`src/rtl/vga_vram_arbiter.sv`:
```
// Video RAM arbiter/sequencer for 640x480 scan-out of a 320x240 byte
// framebuffer (2x2 pixel doubling). Display reads own every even active
// column; every other cycle drains one buffered CPU write.
module vga_vram_arbiter #(
  parameter int unsigned FIFO_DEPTH = 4,
  parameter int unsigned FB_W       = 320,
  parameter int unsigned FB_H       = 240
) (
  input  logic        CLK25MHz,
  input  logic        reset,
  input  logic [10:0] x_coord,
  input  logic [10:0] y_coord,
  input  logic        cpu_wr_en,
  input  logic [16:0] cpu_addr,
  input  logic [7:0]  cpu_data,
  output logic        cpu_full,
  output logic        cpu_drop,
  output logic        vblank,
  output logic [16:0] mem_addr,
  output logic [7:0]  mem_wdata,
  output logic        mem_we,
  input  logic [7:0]  mem_rdata,
  output logic [7:0]  pixel_out
);

  localparam int unsigned PTR_W   = $clog2(FIFO_DEPTH);
  localparam int unsigned CNT_W   = PTR_W + 1;
  localparam logic [10:0] ACT_W   = 11'(2 * FB_W);
  localparam logic [10:0] ACT_H   = 11'(2 * FB_H);
  localparam logic [16:0] FB_W17  = 17'(FB_W);
  localparam logic [16:0] FB_SIZE = 17'(FB_W * FB_H);

  logic [16:0]      fifo_addr [FIFO_DEPTH];
  logic [7:0]       fifo_data [FIFO_DEPTH];
  logic [PTR_W-1:0] rd_ptr;
  logic [PTR_W-1:0] wr_ptr;
  logic [CNT_W-1:0] count;

  logic        pend;
  logic        prev_act;
  logic        act;
  logic        disp;
  logic        push;
  logic        pop;
  logic [16:0] row;
  logic [16:0] col;
  logic [16:0] disp_addr;
  logic [16:0] head_addr;
  logic [7:0]  head_data;
  logic        head_ok;

  // Slot decision and FIFO handshakes from the sampled coordinates
  always_comb begin
    act       = (x_coord < ACT_W) && (y_coord < ACT_H);
    disp      = act && !x_coord[0];
    row       = {6'b0, y_coord[10:1]};
    col       = {6'b0, x_coord[10:1]};
    disp_addr = row * FB_W17 + col;
    cpu_full  = (count == CNT_W'(FIFO_DEPTH));
    push      = cpu_wr_en && !cpu_full;
    pop       = !disp && (count != '0);
    head_addr = fifo_addr[rd_ptr];
    head_data = fifo_data[rd_ptr];
    head_ok   = head_addr < FB_SIZE;
  end

  // FIFO storage; contents need no reset since the pointers gate them
  always_ff @(posedge CLK25MHz) begin
    if (push) begin
      fifo_addr[wr_ptr] <= cpu_addr;
      fifo_data[wr_ptr] <= cpu_data;
    end
  end

  // FIFO pointers and occupancy
  always_ff @(posedge CLK25MHz) begin
    if (reset) begin
      rd_ptr <= '0;
      wr_ptr <= '0;
      count  <= '0;
    end else begin
      if (push) wr_ptr <= wr_ptr + 1'b1;
      if (pop)  rd_ptr <= rd_ptr + 1'b1;
      if (push && !pop)      count <= count + 1'b1;
      else if (!push && pop) count <= count - 1'b1;
    end
  end

  // RAM port sequencing: display read or CPU write, registered
  always_ff @(posedge CLK25MHz) begin
    if (reset) begin
      mem_addr  <= '0;
      mem_wdata <= '0;
      mem_we    <= 1'b0;
      cpu_drop  <= 1'b0;
    end else if (disp) begin
      mem_addr <= disp_addr;
      mem_we   <= 1'b0;
    end else if (pop) begin
      mem_addr  <= head_addr;
      mem_wdata <= head_data;
      mem_we    <= head_ok;
      if (!head_ok) cpu_drop <= 1'b1;
    end else begin
      mem_we <= 1'b0;
    end
  end

  // Pixel capture: latch read data after a display slot, blank after
  // inactive coordinates, otherwise hold (odd-column duplicate)
  always_ff @(posedge CLK25MHz) begin
    if (reset) begin
      pend      <= 1'b0;
      prev_act  <= 1'b0;
      pixel_out <= '0;
      vblank    <= 1'b0;
    end else begin
      pend     <= disp;
      prev_act <= act;
      vblank   <= (y_coord >= ACT_H);
      if (pend)          pixel_out <= mem_rdata;
      else if (!prev_act) pixel_out <= '0;
    end
  end

endmodule

```
`config.mk`:
```
export PLATFORM = sky130hd
export DESIGN_NAME = vga_vram_arbiter
export DESIGN_NICKNAME = d
export VERILOG_FILES = /design/src/rtl/vga_vram_arbiter.sv
export SDC_FILE = /design/constraint.sdc
export NUM_CORES = 1
export LEC_CHECK = 0
export BUFFER_PORTS_ARGS = -buffer_cell sky130_fd_sc_hd__buf_4
export CORE_MARGIN = 2
export CORE_UTILIZATION = 40
export CTS_CLUSTER_SIZE = 40
export DETAILED_ROUTE_END_ITERATION = 7
export RECOVER_POWER = 100
export SYNTH_ARGS = -nofsm -noshare
export SYNTH_HDL_FRONTEND = slang
export SYNTH_SLANG_ARGS = --single-unit
```
`constraint.sdc`:
```
create_clock -name CLK25MHz -period 6.5 [get_ports CLK25MHz]
set_input_delay 0.65 -clock CLK25MHz [delete_from_list [all_inputs] [get_ports CLK25MHz]]
set_output_delay 0.65 -clock CLK25MHz [all_outputs]
set_load 0.05 [all_outputs]
```
# --- Word-level counts from Yosys, hierarchy flattened ---
# Memory sizes are Yosys's and may differ from the RTL's. A register that Yosys moved wholly into a read port is not among the register bits.
# Cells that the tools add are included.
op_classes:
  addsub: 5
  multipliers: 1
  magnitude_cmp: 4
  eq_ne: 2
  n_mux: 10
  n_bitwise: 3
  reduce_logical: 17
op_table:
  columns: ["op", "count"]
  rows:
  - ["two-way mux 17 bit", 2]
  - ["adder 17 x 10 -> 17 bit", 1]
  - ["< comparator 17 bit (second input constant)", 1]
  - ["two-way mux 8 bit", 2]
  - [">= comparator 11 x 9 -> 1 bit (second input constant)", 1]
  - ["< comparator 11 x 10 -> 1 bit (second input constant)", 1]
  - ["< comparator 11 x 9 -> 1 bit (second input constant)", 1]
  - ["multiplier 10 x 3 -> 11 bit (second input constant)", 1]
  - ["logical AND 1 bit", 6]
  - ["two-way mux 3 bit", 2]
  - ["zero test 1 bit", 5]
  - ["adder 2 x 1 -> 2 bit (second input constant)", 2]
  - ["two-way mux 2 bit", 2]
  - ["nonzero test 2 bit", 2]
  - ["adder 3 x 1 -> 3 bit (second input constant)", 1]
  - ["equality test 3 bit (second input constant)", 1]
  - ["NOT 1 bit", 3]
  - ["AND reduction 3 bit", 1]
  - ["nonzero test 3 bit", 1]
  - ["OR reduction 3 bit", 1]
  - ["subtractor 3 x 1 -> 3 bit (second input constant)", 1]
  - ["two-way mux 1 bit", 2]
  - ["!= test 2 bit (second input constant)", 1]
  - ["AND reduction 2 bit", 1]
word_totals:
  reg_bits: 37
  ram_bits: 100
  inputBits: 58
  out_inout_bits: 37
  wordCells: 54
  mem_count: 2
mem_list:
  columns: ["name", "words", "word_bits", "rd", "rd_clocked_by_memory_dff", "write_ports", "line_no", "rtl"]
  rows:
  - ["fifo_addr", 4, 17, 1, 1, 1, "33", "logic [16:0] fifo_addr [FIFO_DEPTH];"]
  - ["fifo_data", 4, 8, 1, 1, 1, "34", "logic [7:0] fifo_data [FIFO_DEPTH];"]

# --- Longest topological paths before layout ---
# Gate-level depths: netlist of run 1.
logic_depth:
  depth_word: 8
  depth_mapped: 10
  ltp_nobuf: 10

# --- Worst setup path after synthesis of run 1 ---
# Ideal clock, no wire load.
synth_path:
  kind: "input -> register"
  from: "in y_coord[2]"
  to: "reg mem_addr[16]"
  setup_time_ns: 0.124
  arrival_time_ns: 3.026
  required_ns: 6.376
  path_slack_ns: 3.349
  path_stages: 9
  path_buffers: 0
  path_cell_list: "ha_1 ha_1 fa_1 a211oi_1 nor2_1 a2111oi_4 nand4_4 mux2_4 a2111o_1"
synth_via:
  elab_chain_len: 6
  word_cells_on_any_way: 9
  classes_between: "1 x add/sub; 1 x mul; 1 x order compare; 1 x mux; 5 x reduce/logical"
synth_rtl:
  columns: ["element", "line_no", "rtl"]
  rows:
  - ["start: declaration", "12", "input logic [10:0] y_coord,"]
  - ["branches (longest 6 deep; another with adder 17 x 10 -> 17 bit)", null, null]
  - ["end signal: assignment", "97", "mem_addr <= disp_addr;"]
  - ["end signal: assignment", "100", "mem_addr <= head_addr;"]
  - ["end: declaration", "19", "output logic [16:0] mem_addr,"]
# Parallel ways; which one is timed is not known.
# A chain may end at the register's enable or synchronous reset.

# --- Worst setup path after layout of run 1 ---
# Same ends and word-level chain as after synthesis.

==> metrics.md, run 1 <==
| Metric | Value |
|---|---|
| Async set-reset flop share out of synthesis | `0%` |
| Core Region | `approximately 16000 µm²` |
| Setup bufs post-CTS | `0` |
| TritonRoute pass-1 iters | `4` |
| # fillers | `1443` |
| First-pass GRT wire length | `between 15 and 20 mm` |
| CP max stage delay | `~0.76 ns` |
| Initial antenna violation count | `1` |
| Largest net degree at the start of global routing | `47` |
| FF-to-FF setup slack | `around 3.5 ns` |
| CTS buffer count | `17` |
| Hold_buf cts | `0` |
| Worst path buffer plus inverter count | `1` |
| Vias per cell | `between 4 and 5` |
| Die area | `roughly 17000 µm²` |
| Worst Max-Slew Pin Slew | `1.72 ns` |
| Row count | `46` |
| WP data required | `a little under 7 ns` |
| Port Buffers | `between 90 and 100` |
| Maxcap violations | `4` |
| Sequential element share of the synthesized area | `between 60% and 70%` |
| Critical-path cell list | `clkbuf_1, ha_1, ha_1, fa_1, a211oi_1, nor2_1, a2111oi_0, nand4_4, mux2_1, a2111o_1` |
| Status | `finished, violations left` |
| Total track usage | `approximately 16%` |
| Most frequent cells in the layout | `edfxtp_1, clkbuf_1, nor2_1, dfxtp_1, nand2_1` |
| Layout cells sized above 1 | `between 10% and 20%` |
| Final Max Slew Viols | `~100` |
| DRC | `0` |
| DP Wirelength | `~8.5 mm` |
| Startpoint types | `primary input` |
| Slew HR | `-14.7%` |
| Max Clock Skew | `between 0.006 and 0.007 ns` |
| 1st-iter DRT viols | `between 150 and 200` |
| Pleak | `~0.0027 µW` |
| Synthesis-stage register bit count | `147` |
| Crit end category | `register` |
| Insertion delay to the later sink of the worst-skew pair | `between 0.4 and 0.5 ns` |
| Vias in the first global route | `~3900` |
| Die X | `130 µm` |
| H-tree levels | `4` |
| Final Critical Period | `3.54 ns` |
| Max clock buf depth | `2` |
| Mapped Area | `6340 µm²` |
| Failing checks | `capacitance limit, slew limit` |
| Cell count after synthesis | `approximately 450` |
| Crit path max fanout | `3` |
| Number of synthesized flops with an enable pin | `100` |
| Synth Warn # | `0` |
| Top-Level Pins | `between 90 and 100` |
| Area Overhead vs Synth | `19.7%` |
| Initial core utilization | `between 40% and 50%` |
| Power density over the cells | `420 nW/µm²` |
| Placer Congestion | `0.733` |
| RSZ-0062 raised after global routing | `no` |
| Final Hold Violating Endpoints | `0` |
| Arrival @ worst endpoint | `3.83 ns` |
| GR Overflow Total | `0` |
| Commonest non-fill, non-tap cell in the layout | `edfxtp_1` |
| Post-synth cell types | `46` |
| Setup TNS | `0 ns` |
| CTS Sinks | `147` |
| Final net count | `630` |
| Critical Path Slowest Stage Cell | `a2111oi_0` |
| Final wirelength | `approximately 13 mm` |
| Design Power | `between 3000 and 4000 µW` |
| Via count | `around 3800` |
| CTS root buffer | `clkbuf_16` |
| Mean Syn Cell Area | `around 14 µm²` |
| Cts repair resizes | `0` |
| Max Clock Freq | `around 280 MHz` |
| Fin crit share | `54.4%` |
| Top_reg_cell synth | `edfxtp_1` |
| Delay-heaviest family, CP | `compound AO/OA/AOI/OAI gates` |
| Worst Setup Path Type | `in -> reg` |
| Max VDD drop | `about 200 µV` |
| DR WL/cell | `roughly 16 µm` |
| Die height | `~130 µm` |
| Endpoints failing setup | `0` |
| Clock transition at path regs | `roughly 0.06 ns` |
| Synthesized Nets | `between 500 and 600` |
| Post-route ant nets | `0` |
| Worst Hold Class | `reg -> reg` |
| CTS tree | `built` |
| Most used cell, CP | `ha_1` |
-- final cells by class --
class	instances	area, µm²	area share (%)
clock buffer	17	425	5.60
antenna	1	2.50	0.0329
inverter	12	45.0	0.593
tap	216	270	3.56
multi-input combinational	268	2250	29.6
timing repair buffer	99	480	6.33
sequential	147	3940	51.9
clock inverter	15	181	2.39
-- metal layers --
| layer | wire length [µm] | track usage [%] | share of wire [%] | vias to the layer above |
|---|---|---|---|---|
| met5 | 0 | 0 | 0 | - |
| met4 | 117 | 4.93 | 0.92 | 0 |
| met3 | 573 | 4.63 | 4.5 | 11 |
| met2 | 6520 | 27.5 | 51 | 64 |
| met1 | 5520 | 19.2 | 43 | 1862 |
| li1 | - | - | - | 1881 |
-- metrics by stage --
step	hold slack (ns)	utilization [%]	instance area, µm²	instances	setup WS [ns]
final	0.461	48.3	7590	775	2.96
after floorplan	0.475	-	6340	448	3.35
after global placement	0.446	46.3	7270	742	3.00
after CTS	0.415	50.2	7880	774	3.42
after detailed placement	0.453	46.3	7270	742	2.97
after global routing	0.452	48.3	7590	774	2.63
-- Yosys cell counts, types with 8 or more instances --
| library cell | instances | share of area [%] |
|---|---|---|
| a211oi_1 | 23 | 2.7 |
| a21oi_1 | 25 | 2.0 |
| and2_1 | 9 | 0.89 |
| clkbuf_1 | 14 | 0.83 |
| dfxtp_1 | 47 | 15 |
| edfxtp_1 | 100 | 47 |
| ha_1 | 24 | 4.7 |
| inv_1 | 11 | 0.65 |
| mux2i_1 | 15 | 2.4 |
| mux4_2 | 25 | 8.9 |
| nand2_1 | 30 | 1.8 |
| nor2_1 | 51 | 3.0 |
| xor2_1 | 8 | 1.1 |
-- worst reg2reg max path, delay by kind of cell, from the launching register on --
family,cells,cell delay [ns]
adder cells (fa/ha/maj),2,0.59
AND/OR/NAND/NOR,2,0.90
XOR/XNOR,1,0.16
flip-flops,1,0.37
buffers and inverters,3,0.67
AO/OA/AOI/OAI,2,0.24
-- power by group --
group	total [µW]	switching, µW	internal, µW
registers	1260	101	1160
clock network	991	382	608
logic	946	604	342
-- registers in the layout (all words and copies together), names as in the netlist, named ones only --
| name | count |
|---|---|
| fifo_addr | 68 |
| mem_we | 1 |
| rd_ptr | 2 |
| pixel_out | 8 |
| vblank | 1 |
| cpu_drop | 1 |
| wr_ptr | 2 |
| mem_addr | 17 |
| pend | 1 |
| mem_wdata | 8 |
| prev_act | 1 |
| count | 3 |
| fifo_data | 32 |
-- kinds of logic after synthesis --
kind of cell | Yosys count | share of synthesized area [%]
simple gates | 118 | 8.90
fa+ha+maj | 27 | 5.68
xor+xnor | 15 | 2.07
mux | 41 | 11.5
flops | 147 | 62.2
compound gates | 67 | 7.67
buf+inv | 33 | 2.01
-- final timing paths --
path	start	to	cells past startpoint
worst max-delay path	y_coord[2]	mem_addr[16]$_SDFFE_PP0P_	10
worst min-delay path	mem_wdata[5]$_SDFFE_PP0P_	mem_wdata[5]$_SDFFE_PP0P_	2
worst max register to register	count[0]$_SDFFE_PP0P_	count[2]$_SDFFE_PP0P_	10
worst min register to register	mem_wdata[5]$_SDFFE_PP0P_	mem_wdata[5]$_SDFFE_PP0P_	2
Power figures use the tool's default switching activity.
==> run 2, diff against run 1 <==
Clock period 6.5 ns to 3.21 ns, I/O delays scaled along.
==> metrics.md, run 2 (synthesized netlist as in run 1, its figures left out) <==
| Metric | Value |
|---|---|
| Crit path max fanout | `3 (unchanged)` |
| Vias in the first global route | `3890 (was 3855)` |
| Fin crit share | `81.8%` |
| Commonest non-fill, non-tap cell in the layout | `edfxtp_1 (unchanged)` |
| Setup bufs post-CTS | `0 (unchanged)` |
| WP data required | `3.51 ns (was 6.79 ns)` |
| Hold_buf cts | `0 (unchanged)` |
| Initial antenna violation count | `0 (was 1)` |
| Final Hold Violating Endpoints | `0 (unchanged)` |
| DP Wirelength | `8.81 mm (was 8.48 mm)` |
| Placer Congestion | `0.775 (was 0.733)` |
| Final net count | `637 (was 630)` |
| DR WL/cell | `16.5 µm (was 16.4 µm)` |
| GR Overflow Total | `0 (unchanged)` |
| Max clock buf depth | `2 (unchanged)` |
| Endpoints failing setup | `0 (unchanged)` |
| Critical Path Slowest Stage Cell | `fa_1 (was a2111oi_0)` |
| TritonRoute pass-1 iters | `4 (unchanged)` |
| Delay-heaviest family, CP | `adder cells (was compound AO/OA/AOI/OAI gates)` |
| Pleak | `0.00274 µW (was 0.00272 µW)` |
| Layout Cells excl Fill | `781 (was 775)` |
| CTS root buffer | `clkbuf_16 (unchanged)` |
| Total track usage | `16.1% (was 15.9%)` |
| Startpoint types | `primary input (unchanged)` |
| Core Region | `15700 µm² (unchanged)` |
| Slew HR | `39.2% (was -14.7%)` |
| Insertion delay to the later sink of the worst-skew pair | `0.42 ns (was 0.41 ns)` |
| CP max stage delay | `0.42 ns (was 0.76 ns)` |
| Most flop-heavy register | `fifo_addr (unchanged)` |
| Die area | `16900 µm² (unchanged)` |
| Cts repair resizes | `0 (unchanged)` |
| Number of flip-flops in the largest register | `68 (unchanged)` |
| Post-route ant nets | `0 (unchanged)` |
| Row count | `46 (unchanged)` |
| CTS buffer count | `17 (unchanged)` |
| Final Max Slew Viols | `0 (was 104)` |
| Area Overhead vs Synth | `20.5% (was 19.7%)` |
| CTS Sinks | `147 (unchanged)` |
| Most used cell, CP | `ha_1 (unchanged)` |
| Most frequent cells in the layout | `edfxtp_1, clkbuf_1, nor2_1, dfxtp_1, buf_4 (was edfxtp_1, clkbuf_1, nor2_1, dfxtp_1, nand2_1)` |
| Final wirelength | `12.9 mm (was 12.7 mm)` |
| Crit end category | `register (unchanged)` |
| Arrival @ worst endpoint | `2.93 ns (was 3.83 ns)` |
| Die X | `130 µm (unchanged)` |
| Die height | `130 µm (unchanged)` |
| Layout cells sized above 1 | `17.3% (was 16.3%)` |
| Maxcap violations | `0 (was 4)` |
| Max Clock Freq | `381 MHz` |
| Max Clock Skew | `0.00836 ns (was 0.00684 ns)` |
| Largest regs | `fifo_addr (68), fifo_data (32), mem_addr (17) (unchanged)` |
| Max VDD drop | `370 µV (was 199 µV)` |
| H-tree levels | `4 (unchanged)` |
| Post-Place Cells | `749 (was 742)` |
| Antenna Cells | `0 (was 1)` |
| Clock transition at path regs | `0.06 ns (about the same)` |
| Vias per cell | `4.97 (was 4.93)` |
| Top-Level Pins | `95 (unchanged)` |
| Worst Max-Slew Pin Slew | `0.912 ns (was 1.72 ns)` |
| CTS tree | `built (unchanged)` |
| Via count | `3881 (was 3818)` |
| Worst Hold Class | `in -> reg (was reg -> reg)` |
| RSZ-0062 raised after global routing | `no (unchanged)` |
| Status | `finished clean (was finished, violations left)` |
| Largest net degree at the start of global routing | `39 (was 47)` |
| 1st-iter DRT viols | `178 (was 161)` |
| Initial core utilization | `40.4% (unchanged)` |
| Worst Setup Path Type | `in -> reg (unchanged)` |
| First-pass GRT wire length | `20.2 mm (was 20.0 mm)` |
| Worst path buffer plus inverter count | `1 (unchanged)` |
| DRC | `0 (unchanged)` |
| Critical-path cell list | `buf_4, ha_1, ha_1, fa_1, a211oi_1, nor2_1, a2111oi_4, nand4_4, mux2_1, a2111o_1 (was clkbuf_1, ha_1, ha_1, fa_1, a211oi_1, nor2_1, a2111oi_0, nand4_4, mux2_1, a2111o_1)` |
| Port Buffers | `93 (unchanged)` |
| Power density over the cells | `842 nW/µm² (was 420 nW/µm²)` |
| Setup TNS | `0 ns (unchanged)` |
| Final Critical Period | `2.63 ns` |
==> run 2: cell types whose count changed in the layout (fill, tap and decap cells not counted), sizes merged <==
cell and delta:
buf +6, bufinv -1, clkbuf +8, clkinv -3, diode -1, inv -3
==> run 2: tightest hold or removal path: cells and delay by family <==
| family | cells | cell delay, ns |
|---|---|---|
| buffers and inverters | 1 | 0.08 |
| AOI/OAI and AO/OA | 1 | 0.05 |
| and+or+nand+nor | 1 | 0.07 |
==> run 2: metal layers <==
layer / GRT usage [%] / wire length [µm] / up-vias
met2: 27.4 / 6480 / 69
met1: 19.5 / 5610 / 1897
li1: - / - / 1898
met4: 6.51 / 233 / 0
met5: 0 / 0 / -
met3: 4.43 / 548 / 17
==> run 2: final timing paths <==
| kind | startpoint | endpoint | slack (ns) | cells after the start |
|---|---|---|---|---|
| max | y_coord[2] | mem_addr[16]$_SDFFE_PP0P_ | 0.58 | 10 |
| min | mem_rdata[4] | pixel_out[4]$_SDFFE_PP0P_ | 0.13 | 3 |
| max reg2reg | register | cpu_drop$_SDFFE_PP0P_ | 0.80 | 6 |
| min reg2reg | mem_wdata[5]$_SDFFE_PP0P_ | mem_wdata[5]$_SDFFE_PP0P_ | 0.46 | 2 |
==> run 2: through the flow <==
stage	setup slack, ns	total power (µW)	instance area (µm²)	util (%)	hold WS (ns)
floorplan	0.323	4060	6340	-	0.420
global placement	0.176	4690	7330	46.6	0.447
detailed placement	0.148	4730	7330	46.6	0.452
CTS	0.588	6670	7910	50.3	0.0861
global route	0.440	6760	7640	48.6	0.122
finish	0.585	6430	7640	48.6	0.129
==> run 2: where the power goes <==
part | total, µW | internal, µW | leakage [µW] | switching (µW)
Sequential | 2550 | 2340 | 0.00130 | 210
Clock | 1930 | 1210 | 0.000278 | 728
Combinational | 1950 | 716 | 0.00116 | 1230
Total | 6430 | 4260 | 0.00274 | 2170
==> run 2: layout make-up <==
class | count | area (µm²)
clock buffers | 24 | 482
clock inverters | 8 | 101
fillers | 1406 | 8070
inverters | 12 | 45.0
multi-input cells | 268 | 2270
flip-flops and latches | 147 | 3940
well taps | 216 | 270
repair buffers | 106 | 531
